$ cat config.mk
export PLATFORM = sky130hd
export DESIGN_NAME = vga_timing_gen_flat
export DESIGN_NICKNAME = d
export VERILOG_FILES = /design/src/rtl/vga_timing_gen_if.sv /design/src/rtl/vga_timing_gen.sv /design/src/flat_wrapper.sv
export SDC_FILE = /design/constraint.sdc
export NUM_CORES = 1
export LEC_CHECK = 0
export ABC_AREA = 1
export BUFFER_PORTS_ARGS = -buffer_cell sky130_fd_sc_hd__buf_2
export CAP_MARGIN = 10
export CORE_AREA = 2 2 75 77
export DETAILED_ROUTE_END_ITERATION = 10
export DIE_AREA = 0 0 77 79
export GPL_ROUTABILITY_DRIVEN = 1
export GPL_TIMING_DRIVEN = 1
export PLACE_DENSITY = 0.89
export SLEW_MARGIN = 20
export SYNTH_ARGS = -nofsm -noshare
export SYNTH_HDL_FRONTEND = slang
export SYNTH_SLANG_ARGS = --single-unit
$ cat constraint.sdc
create_clock -name clk -period 3.86 [get_ports clk]
set_input_delay 0.386 -clock clk [delete_from_list [all_inputs] [get_ports clk]]
set_output_delay 0.386 -clock clk [all_outputs]
set_load 0.005 [all_outputs]
$ cat src/rtl/vga_timing_gen_if.sv
// Signal bundle between the raster generator, the pixel source and the VGA DAC pins.
// master = timing generator side; slave = renderer / pin consumer side.
interface vga_timing_gen_if #(
  parameter int XW      = 10,
  parameter int YW      = 10,
  parameter int COLOR_W = 8
);
  logic [XW-1:0]      pix_x;
  logic [YW-1:0]      pix_y;
  logic               pix_active;
  logic [COLOR_W-1:0] pix_r;
  logic [COLOR_W-1:0] pix_g;
  logic [COLOR_W-1:0] pix_b;
  logic               HSYNC;
  logic               VSYNC;
  logic [COLOR_W-1:0] VGA_R;
  logic [COLOR_W-1:0] VGA_G;
  logic [COLOR_W-1:0] VGA_B;
  logic               VGA_BLANK_N;
  logic               frame_start;
  logic               line_start;

  modport master (
    output pix_x, pix_y, pix_active,
    output HSYNC, VSYNC, VGA_R, VGA_G, VGA_B, VGA_BLANK_N,
    output frame_start, line_start,
    input  pix_r, pix_g, pix_b
  );

  modport slave (
    input  pix_x, pix_y, pix_active,
    input  HSYNC, VSYNC, VGA_R, VGA_G, VGA_B, VGA_BLANK_N,
    input  frame_start, line_start,
    output pix_r, pix_g, pix_b
  );
endinterface

$ cat src/rtl/vga_timing_gen.sv
// Parametrised VGA raster timing generator with a registered pixel output stage.
// Exports the current raster coordinate to the pixel source, registers the returned
// colour together with sync/blank one pixel tick later, and emits frame/line strobes.
module vga_timing_gen #(
  parameter int H_ACTIVE = 640,
  parameter int H_FP     = 16,
  parameter int H_SYNC   = 96,
  parameter int H_BP     = 48,
  parameter int V_ACTIVE = 480,
  parameter int V_FP     = 10,
  parameter int V_SYNC   = 2,
  parameter int V_BP     = 33,
  parameter int HS_POL   = 0,
  parameter int VS_POL   = 0,
  parameter int CLK_DIV  = 2,
  parameter int COLOR_W  = 8
) (
  input logic              clk,
  input logic              RST_BTN,
  input logic              en,
  vga_timing_gen_if.master vga
);
  localparam int H_TOTAL = H_ACTIVE + H_FP + H_SYNC + H_BP;
  localparam int V_TOTAL = V_ACTIVE + V_FP + V_SYNC + V_BP;
  localparam int XW      = $clog2(H_TOTAL);
  localparam int YW      = $clog2(V_TOTAL);
  localparam int DW      = (CLK_DIV > 1) ? $clog2(CLK_DIV) : 1;

  localparam logic [DW-1:0] DIV_LAST = DW'(CLK_DIV - 1);
  localparam logic [XW-1:0] H_LAST   = XW'(H_TOTAL - 1);
  localparam logic [XW-1:0] H_ACT    = XW'(H_ACTIVE);
  localparam logic [XW-1:0] HS_BEG   = XW'(H_ACTIVE + H_FP);
  localparam logic [XW-1:0] HS_END   = XW'(H_ACTIVE + H_FP + H_SYNC - 1);
  localparam logic [YW-1:0] V_LAST   = YW'(V_TOTAL - 1);
  localparam logic [YW-1:0] V_ACT    = YW'(V_ACTIVE);
  localparam logic [YW-1:0] VS_BEG   = YW'(V_ACTIVE + V_FP);
  localparam logic [YW-1:0] VS_END   = YW'(V_ACTIVE + V_FP + V_SYNC - 1);
  localparam logic          HS_ON    = (HS_POL != 0);
  localparam logic          VS_ON    = (VS_POL != 0);

  // Reject timings whose sums cannot be represented or that make no sense.
  if (CLK_DIV < 1 || H_ACTIVE < 1 || V_ACTIVE < 1 || H_SYNC < 1 || V_SYNC < 1 ||
      H_FP < 0 || H_BP < 0 || V_FP < 0 || V_BP < 0 || H_TOTAL < 2 || V_TOTAL < 2 ||
      H_TOTAL > (1 << XW) || V_TOTAL > (1 << YW)) begin : g_param_check
    $error("vga_timing_gen: timing parameters out of range");
  end

  logic [DW-1:0]      div_q, div_d;
  logic [XW-1:0]      hcnt_q, hcnt_d;
  logic [YW-1:0]      vcnt_q, vcnt_d;
  logic               hsync_q, hsync_d;
  logic               vsync_q, vsync_d;
  logic [COLOR_W-1:0] r_q, r_d;
  logic [COLOR_W-1:0] g_q, g_d;
  logic [COLOR_W-1:0] b_q, b_d;
  logic               blank_n_q, blank_n_d;
  logic               frame_start_q, frame_start_d;
  logic               line_start_q, line_start_d;

  logic tick;
  logic active;
  logic h_last;
  logic v_last;
  logic hs_zone;
  logic vs_zone;

  assign tick    = en && (div_q == DIV_LAST);
  assign active  = (hcnt_q < H_ACT) && (vcnt_q < V_ACT);
  assign h_last  = (hcnt_q == H_LAST);
  assign v_last  = (vcnt_q == V_LAST);
  assign hs_zone = (hcnt_q >= HS_BEG) && (hcnt_q <= HS_END);
  assign vs_zone = (vcnt_q >= VS_BEG) && (vcnt_q <= VS_END);

  // Next-state: advance the raster on each pixel tick, idle everything while en is low.
  always_comb begin
    // NOTE: hold/idle defaults come first so every path assigns every _d signal (no latches).
    div_d         = div_q;
    hcnt_d        = hcnt_q;
    vcnt_d        = vcnt_q;
    hsync_d       = hsync_q;
    vsync_d       = vsync_q;
    r_d           = r_q;
    g_d           = g_q;
    b_d           = b_q;
    blank_n_d     = blank_n_q;
    frame_start_d = 1'b0;
    line_start_d  = 1'b0;

    if (!en) begin
      // No mid-frame resume: dropping en parks the raster at (0,0) with idle pins.
      div_d     = '0;
      hcnt_d    = '0;
      vcnt_d    = '0;
      hsync_d   = ~HS_ON;
      vsync_d   = ~VS_ON;
      r_d       = '0;
      g_d       = '0;
      b_d       = '0;
      blank_n_d = 1'b0;
    end else begin
      div_d = tick ? '0 : div_q + DW'(1);
      if (tick) begin
        hcnt_d = h_last ? '0 : hcnt_q + XW'(1);
        if (h_last) begin
          vcnt_d = v_last ? '0 : vcnt_q + YW'(1);
        end
        // Pin values describe the pixel currently addressed (pre-increment counters).
        hsync_d       = hs_zone ? HS_ON : ~HS_ON;
        vsync_d       = vs_zone ? VS_ON : ~VS_ON;
        blank_n_d     = active;
        r_d           = active ? vga.pix_r : '0;
        g_d           = active ? vga.pix_g : '0;
        b_d           = active ? vga.pix_b : '0;
        frame_start_d = (hcnt_q == '0) && (vcnt_q == '0);
        line_start_d  = (hcnt_q == '0);
      end
    end
  end

  // State and output registers, cleared asynchronously by RST_BTN.
  always_ff @(posedge clk or posedge RST_BTN) begin
    if (RST_BTN) begin
      div_q         <= '0;
      hcnt_q        <= '0;
      vcnt_q        <= '0;
      hsync_q       <= ~HS_ON;
      vsync_q       <= ~VS_ON;
      r_q           <= '0;
      g_q           <= '0;
      b_q           <= '0;
      blank_n_q     <= 1'b0;
      frame_start_q <= 1'b0;
      line_start_q  <= 1'b0;
    end else begin
      // NOTE: non-blocking assignments so every register samples the same pre-edge values.
      div_q         <= div_d;
      hcnt_q        <= hcnt_d;
      vcnt_q        <= vcnt_d;
      hsync_q       <= hsync_d;
      vsync_q       <= vsync_d;
      r_q           <= r_d;
      g_q           <= g_d;
      b_q           <= b_d;
      blank_n_q     <= blank_n_d;
      frame_start_q <= frame_start_d;
      line_start_q  <= line_start_d;
    end
  end

  assign vga.pix_x       = hcnt_q;
  assign vga.pix_y       = vcnt_q;
  assign vga.pix_active  = active;
  assign vga.HSYNC       = hsync_q;
  assign vga.VSYNC       = vsync_q;
  assign vga.VGA_R       = r_q;
  assign vga.VGA_G       = g_q;
  assign vga.VGA_B       = b_q;
  assign vga.VGA_BLANK_N = blank_n_q;
  assign vga.frame_start = frame_start_q;
  assign vga.line_start  = line_start_q;
endmodule
$ cat src/flat_wrapper.sv
// flat-port wrapper written by rule: the top's interface ports become plain ports
module vga_timing_gen_flat 
#(
  parameter int H_ACTIVE = 640,
  parameter int H_FP     = 16,
  parameter int H_SYNC   = 96,
  parameter int H_BP     = 48,
  parameter int V_ACTIVE = 480,
  parameter int V_FP     = 10,
  parameter int V_SYNC   = 2,
  parameter int V_BP     = 33,
  parameter int HS_POL   = 0,
  parameter int VS_POL   = 0,
  parameter int CLK_DIV  = 2,
  parameter int COLOR_W  = 8
)
  (clk, RST_BTN, en, vga_pix_x, vga_pix_y, vga_pix_active, vga_HSYNC, vga_VSYNC, vga_VGA_R, vga_VGA_G, vga_VGA_B, vga_VGA_BLANK_N, vga_frame_start, vga_line_start, vga_pix_r, vga_pix_g, vga_pix_b);
  vga_timing_gen_if #(.COLOR_W(COLOR_W)) vga_i ();
  input logic clk;
  input logic RST_BTN;
  input logic en;
  output wire logic [$bits(vga_i.pix_x)-1:0] vga_pix_x;
  output wire logic [$bits(vga_i.pix_y)-1:0] vga_pix_y;
  output wire logic [$bits(vga_i.pix_active)-1:0] vga_pix_active;
  output wire logic [$bits(vga_i.HSYNC)-1:0] vga_HSYNC;
  output wire logic [$bits(vga_i.VSYNC)-1:0] vga_VSYNC;
  output wire logic [$bits(vga_i.VGA_R)-1:0] vga_VGA_R;
  output wire logic [$bits(vga_i.VGA_G)-1:0] vga_VGA_G;
  output wire logic [$bits(vga_i.VGA_B)-1:0] vga_VGA_B;
  output wire logic [$bits(vga_i.VGA_BLANK_N)-1:0] vga_VGA_BLANK_N;
  output wire logic [$bits(vga_i.frame_start)-1:0] vga_frame_start;
  output wire logic [$bits(vga_i.line_start)-1:0] vga_line_start;
  input wire logic [$bits(vga_i.pix_r)-1:0] vga_pix_r;
  input wire logic [$bits(vga_i.pix_g)-1:0] vga_pix_g;
  input wire logic [$bits(vga_i.pix_b)-1:0] vga_pix_b;
  assign vga_pix_x = vga_i.pix_x;
  assign vga_pix_y = vga_i.pix_y;
  assign vga_pix_active = vga_i.pix_active;
  assign vga_HSYNC = vga_i.HSYNC;
  assign vga_VSYNC = vga_i.VSYNC;
  assign vga_VGA_R = vga_i.VGA_R;
  assign vga_VGA_G = vga_i.VGA_G;
  assign vga_VGA_B = vga_i.VGA_B;
  assign vga_VGA_BLANK_N = vga_i.VGA_BLANK_N;
  assign vga_frame_start = vga_i.frame_start;
  assign vga_line_start = vga_i.line_start;
  assign vga_i.pix_r = vga_pix_r;
  assign vga_i.pix_g = vga_pix_g;
  assign vga_i.pix_b = vga_pix_b;
  vga_timing_gen #(.H_ACTIVE(H_ACTIVE), .H_FP(H_FP), .H_SYNC(H_SYNC), .H_BP(H_BP), .V_ACTIVE(V_ACTIVE), .V_FP(V_FP), .V_SYNC(V_SYNC), .V_BP(V_BP), .HS_POL(HS_POL), .VS_POL(VS_POL), .CLK_DIV(CLK_DIV), .COLOR_W(COLOR_W)) u_core (.clk(clk), .RST_BTN(RST_BTN), .en(en), .vga(vga_i));
endmodule
* Word-level counts from Yosys, hierarchy flattened
Cells that the tools add are included.
** Storage, ports and cells
- Register bits :: 50
- Input bits :: 27
- Word-level logic and storage cells :: 62
** Cells by class
- $add $sub $neg :: 3
- Order comparisons :: 6
- Equality and inequality tests :: 4
- Multiplexer cells :: 30
- Reduce and logical (&&, ||, !) cells :: 8
** Operators with widths (count)
- $mux 8 :: 9
- $mux 10 :: 7
- $add 10x1->10 const B :: 2
- $eq 10x10->1 const B :: 2
- $logic_not 10->1 :: 2
- $mux 1 :: 14
- $ge 10x10->1 const B :: 1
- $ge 10x9->1 const B :: 1
- $le 10x10->1 const B :: 1
- $le 10x9->1 const B :: 1
- $lt 10x10->1 const B :: 1
- $lt 10x9->1 const B :: 1
- $logic_and 1x1->1 :: 5
- $ne 2x1->1 const B :: 2
- $reduce_and 2->1 :: 1
- $add 1x1->1 const B :: 1

* Depth between registers and ports, before layout
- Depth after elaboration :: 5
- Gate-level depth with buffers :: 9
- Depth with buffers taken out :: 9

* Worst setup path after synthesis
No wires, ideal clock.
- Kind :: register to output
- Start :: reg u_core.hcnt_q[8], in the netlist u_core.vga.pix_x[8]
- End :: out vga_pix_active
- Arrival time :: 1.021 ns
- Data required time :: 3.474 ns
- Slack :: 2.453 ns
- Stages on the path, launching flop included :: 8
- Path buffers :: 2
- Path through :: dfrtp_1 > buf_2 > nand2_1 > inv_1 > nor2_1 > nand2_1 > inv_2 > buf_6
** On the way
- Longest elaborated chain between the ends :: 2
** Ends and longest elaborated chain
- from (decl) :: line vga_timing_gen.sv:49 : logic [XW-1:0] hcnt_q, hcnt_d;
- from (signal assigned) :: line vga_timing_gen.sv:137 : hcnt_q <= hcnt_d;
- $lt 10x10->1 :: line vga_timing_gen.sv:68 : assign active = (hcnt_q < H_ACT) && (vcnt_q < V_ACT);
- $logic_and 1x1->1 :: line vga_timing_gen.sv:68
- to (decl) :: line flat_wrapper.sv:24 : output wire logic [$bits(vga_i.pix_active)-1:0] vga_pix_active;
No other way between the ends.

* Worst setup path in the final report
Same ends and word-level chain as after synthesis.

==> flow_metrics.tcl <==
set metrics [dict create \
    end_kind "output pin" \
    drive_above_1_share 0.243 \
    finalSetupViolCount 0 \
    fmax_ghz 0.493 \
    fp-row-count 27 \
    worst_path_most_repeated_cell "nand2_1" \
    reg2regPathDepth 7 \
    drcViolationCount 0 \
    critical-path-top-delay-family "buffers and inverters" \
    synth_common_cells "117 x nand2_1, 55 x nand3_1, 48 x dfrtp_1" \
    grt_usage 0.212 \
    p_per_area_mw_per_mm2 324 \
    rrSetupSlack_ps 2300 \
    die_y_um 79 \
    gp_routability_congestion 0.904 \
    dieArea_mm2 0.00608 \
    io_pins 77 \
    cap_violations 0 \
    ant_nets 0 \
    hold_path.class "in -> async" \
    worstPathMaxFanout 25 \
    r2r_end "u_core.vga.pix_y[5]" \
    wire_per_inst_um 12.5 \
    final.min_clock_period_ps 2030 \
    p_leak_nw 1.74 \
    worstPathRequired_ps 3470 \
    h-tree-depth 2 \
    start_util 0.495 \
    synth_top_area_share 0.455 \
    crit_path_start_kind "register" \
    routed_wl_um 6090 \
    synth_area_leader_cell "dfrtp_1" \
    synth.most_common_cell "nand2_1" \
    hpwl_um 4300 \
    fin_nets 447 \
    cpMaxStageDelayCell "dfrtp_1" \
    min_period_over_period 0.525 \
    synthFlopType "dfrtp_1" \
    crit_cells 6 \
    regToRegStartpoint "u_core.vga.pix_x[0]" \
    total_power_mw 1.02 \
    final-max-slew-violation-count 0 \
    ctsResizeCount 0 \
    yosys_warnings 0 \
    coreArea_mm2 0.00534 \
    dieWidth_um 77 \
    antenna_found_initial 0 \
    synthTopCellsByArea "dfrtp_1 45%, nand2_1 17%, nand3_1 10%" \
    postSynth.asyncResetShare 1.00 \
    synth.avg_cell_area_um2 7.70 \
    ys_ff_latch 50 \
    cts_root_buf "clkbuf_8" \
    fill_cells 508 \
    grt_first_pass_wirelength_um 10500 \
    cts_tree "done" \
    cts_made_buffers 5 \
    clock-sinks 50 \
    path_cells "nand2_1, inv_1, nor2_1, nand2_1, inv_2, buf_2" \
    synth_area_mm2 0.00264 \
    seq_area_frac_synth 0.475 \
    startpoint "u_core.vga.pix_x[8]" \
    worstPathArrival_ps 1640 \
    cp_num_buf_inv 3 \
    grt_setup_unrepaired "false" \
    grt_pass1_vias 2277 \
    num_antenna_cells 0 \
    syn_nets 375 \
    hold_viol 0 \
    drt_pre_antenna_iters 5 \
    io_buffers 76 \
    vias_per_cell 5.09 \
    slowest_delay_ps 490 \
    cp-endpoint "vga_pix_active" \
    vias 2486 \
    overflow 0 \
    clockBufferDepth 2 \
    synth_edf_count 0 \
    relSlewSlack 0.433 \
    fin_skew_ps 10.2 \
    clk_latency_ps 310 \
    post_cts_buffers 0 \
    cts_hold_buffers 0 \
    grt_max_degree 51 \
    worst_slew_pin_slew_ps 851 \
    tns_ps 0 \
    synth_cell_types 31 \
    vdd_ir_drop_max_mv 0.271 \
    drt-initial-drc-count 246 \
    syn_to_final_growth_pct 19.0 \
    criticalPathCategory "reg -> out" \
    clk_pin_slew_worst_paths_ps 100 \
    status "finished clean" \
    synth_cells 343 \
]
[final cells by class]
| type | count | area [µm²] | area share |
|---|---|---|---|
| well taps | 72 | 90.1 | 0.0287 |
| flip-flops and latches | 50 | 1250 | 0.399 |
| inverters | 34 | 133 | 0.0422 |
| clock buffers | 5 | 68.8 | 0.0219 |
| clock inverters | 3 | 45.0 | 0.0143 |
| repair buffers | 76 | 380 | 0.121 |
| multi-input cells | 248 | 1170 | 0.373 |
[per-layer routing]
layer	GRT usage	share of wire
met1	0.279	0.43
met2	0.354	0.48
met3	0.0375	0.071
met4	0.0804	0.016
met5	0	0
[sequential cells by signal (all words and copies together), names as in the netlist]
name,count
u_core.vga.VSYNC,1
u_core.div_q,1
u_core.vga.pix_y,10
u_core.vga.frame_start,1
u_core.vga.VGA_BLANK_N,1
u_core.vga.line_start,1
u_core.vga.VGA_R,8
u_core.vga.HSYNC,1
u_core.vga.VGA_B,8
u_core.vga.pix_x,10
u_core.vga.VGA_G,8
[power breakdown]
group	internal, mW	switching (mW)
clock	0.193	0.182
combinational	0.0345	0.0539
sequential	0.542	0.0125
total	0.770	0.249
[worst register-to-register path: cells and delay by family, from the launching register on]
kind | cells | cell delay, ps
adder cells (fa/ha/maj) | 1 | 200
flip-flops | 1 | 410
AND/OR/NAND/NOR | 6 | 900
[through the flow]
stage          instance area (µm²)  instances   util  hold slack [ps]  setup WS [ps]
2_1_floorplan                 2640        343      -              473           2280
3_3_place_gp                  3030        480  0.568              459           2120
3_5_place_dp                  3030        480  0.568              460           2090
4_1_cts                       3140        488  0.589              290           1830
5_1_grt                       3140        488  0.589              283           1660
6_report                      3140        488  0.589              212           1830
[kinds of logic after synthesis]
group,Yosys count,synth area share
AND/OR/NAND/NOR,223,0.375
adder cells (fa/ha/maj),5,0.0237
buffers and inverters,45,0.0810
AO/OA/AOI/OAI,16,0.0322
XOR/XNOR,4,0.0133
flip-flops,50,0.475
[placed cells by master (no fill, tap or decap), types with 2 or more instances in the layout]
cell type / netlist / layout
ha_1: 5 / 5
clkbuf_8: 0 / 5
buf_2: 3 / 76
nor2_4: 2 / 2
a21oi_1: 3 / 3
dfrtp_1: 48 / 48
nor2_2: 2 / 2
dfstp_2: 2 / 2
clkinv_2: 1 / 2
nand3_1: 55 / 55
nor2_1: 31 / 31
inv_2: 3 / 3
nand4_1: 2 / 2
o21ai_0: 10 / 10
nor3_1: 8 / 8
clkinvlp_4: 0 / 2
nand2_1: 117 / 117
inv_1: 29 / 28
xor2_1: 3 / 3
[worst min-delay path by stage]
| stage | end | depth (start not counted) | slack (ps) |
|---|---|---|---|
| after floorplan | u_core.vga.VGA_B[0] | 2 | 470 |
| after global placement | u_core.vga.VGA_B[0] | 2 | 460 |
| after detailed placement | u_core.vga.VGA_B[0] | 2 | 460 |
| after CTS | u_core.vga.VGA_R[0] | 3 | 290 |
| after global routing | u_core.vga.VGA_R[2] | 2 | 280 |
| final | u_core.vga.pix_y[5] | 2 | 210 |
(Power assumes the default switching activity.)
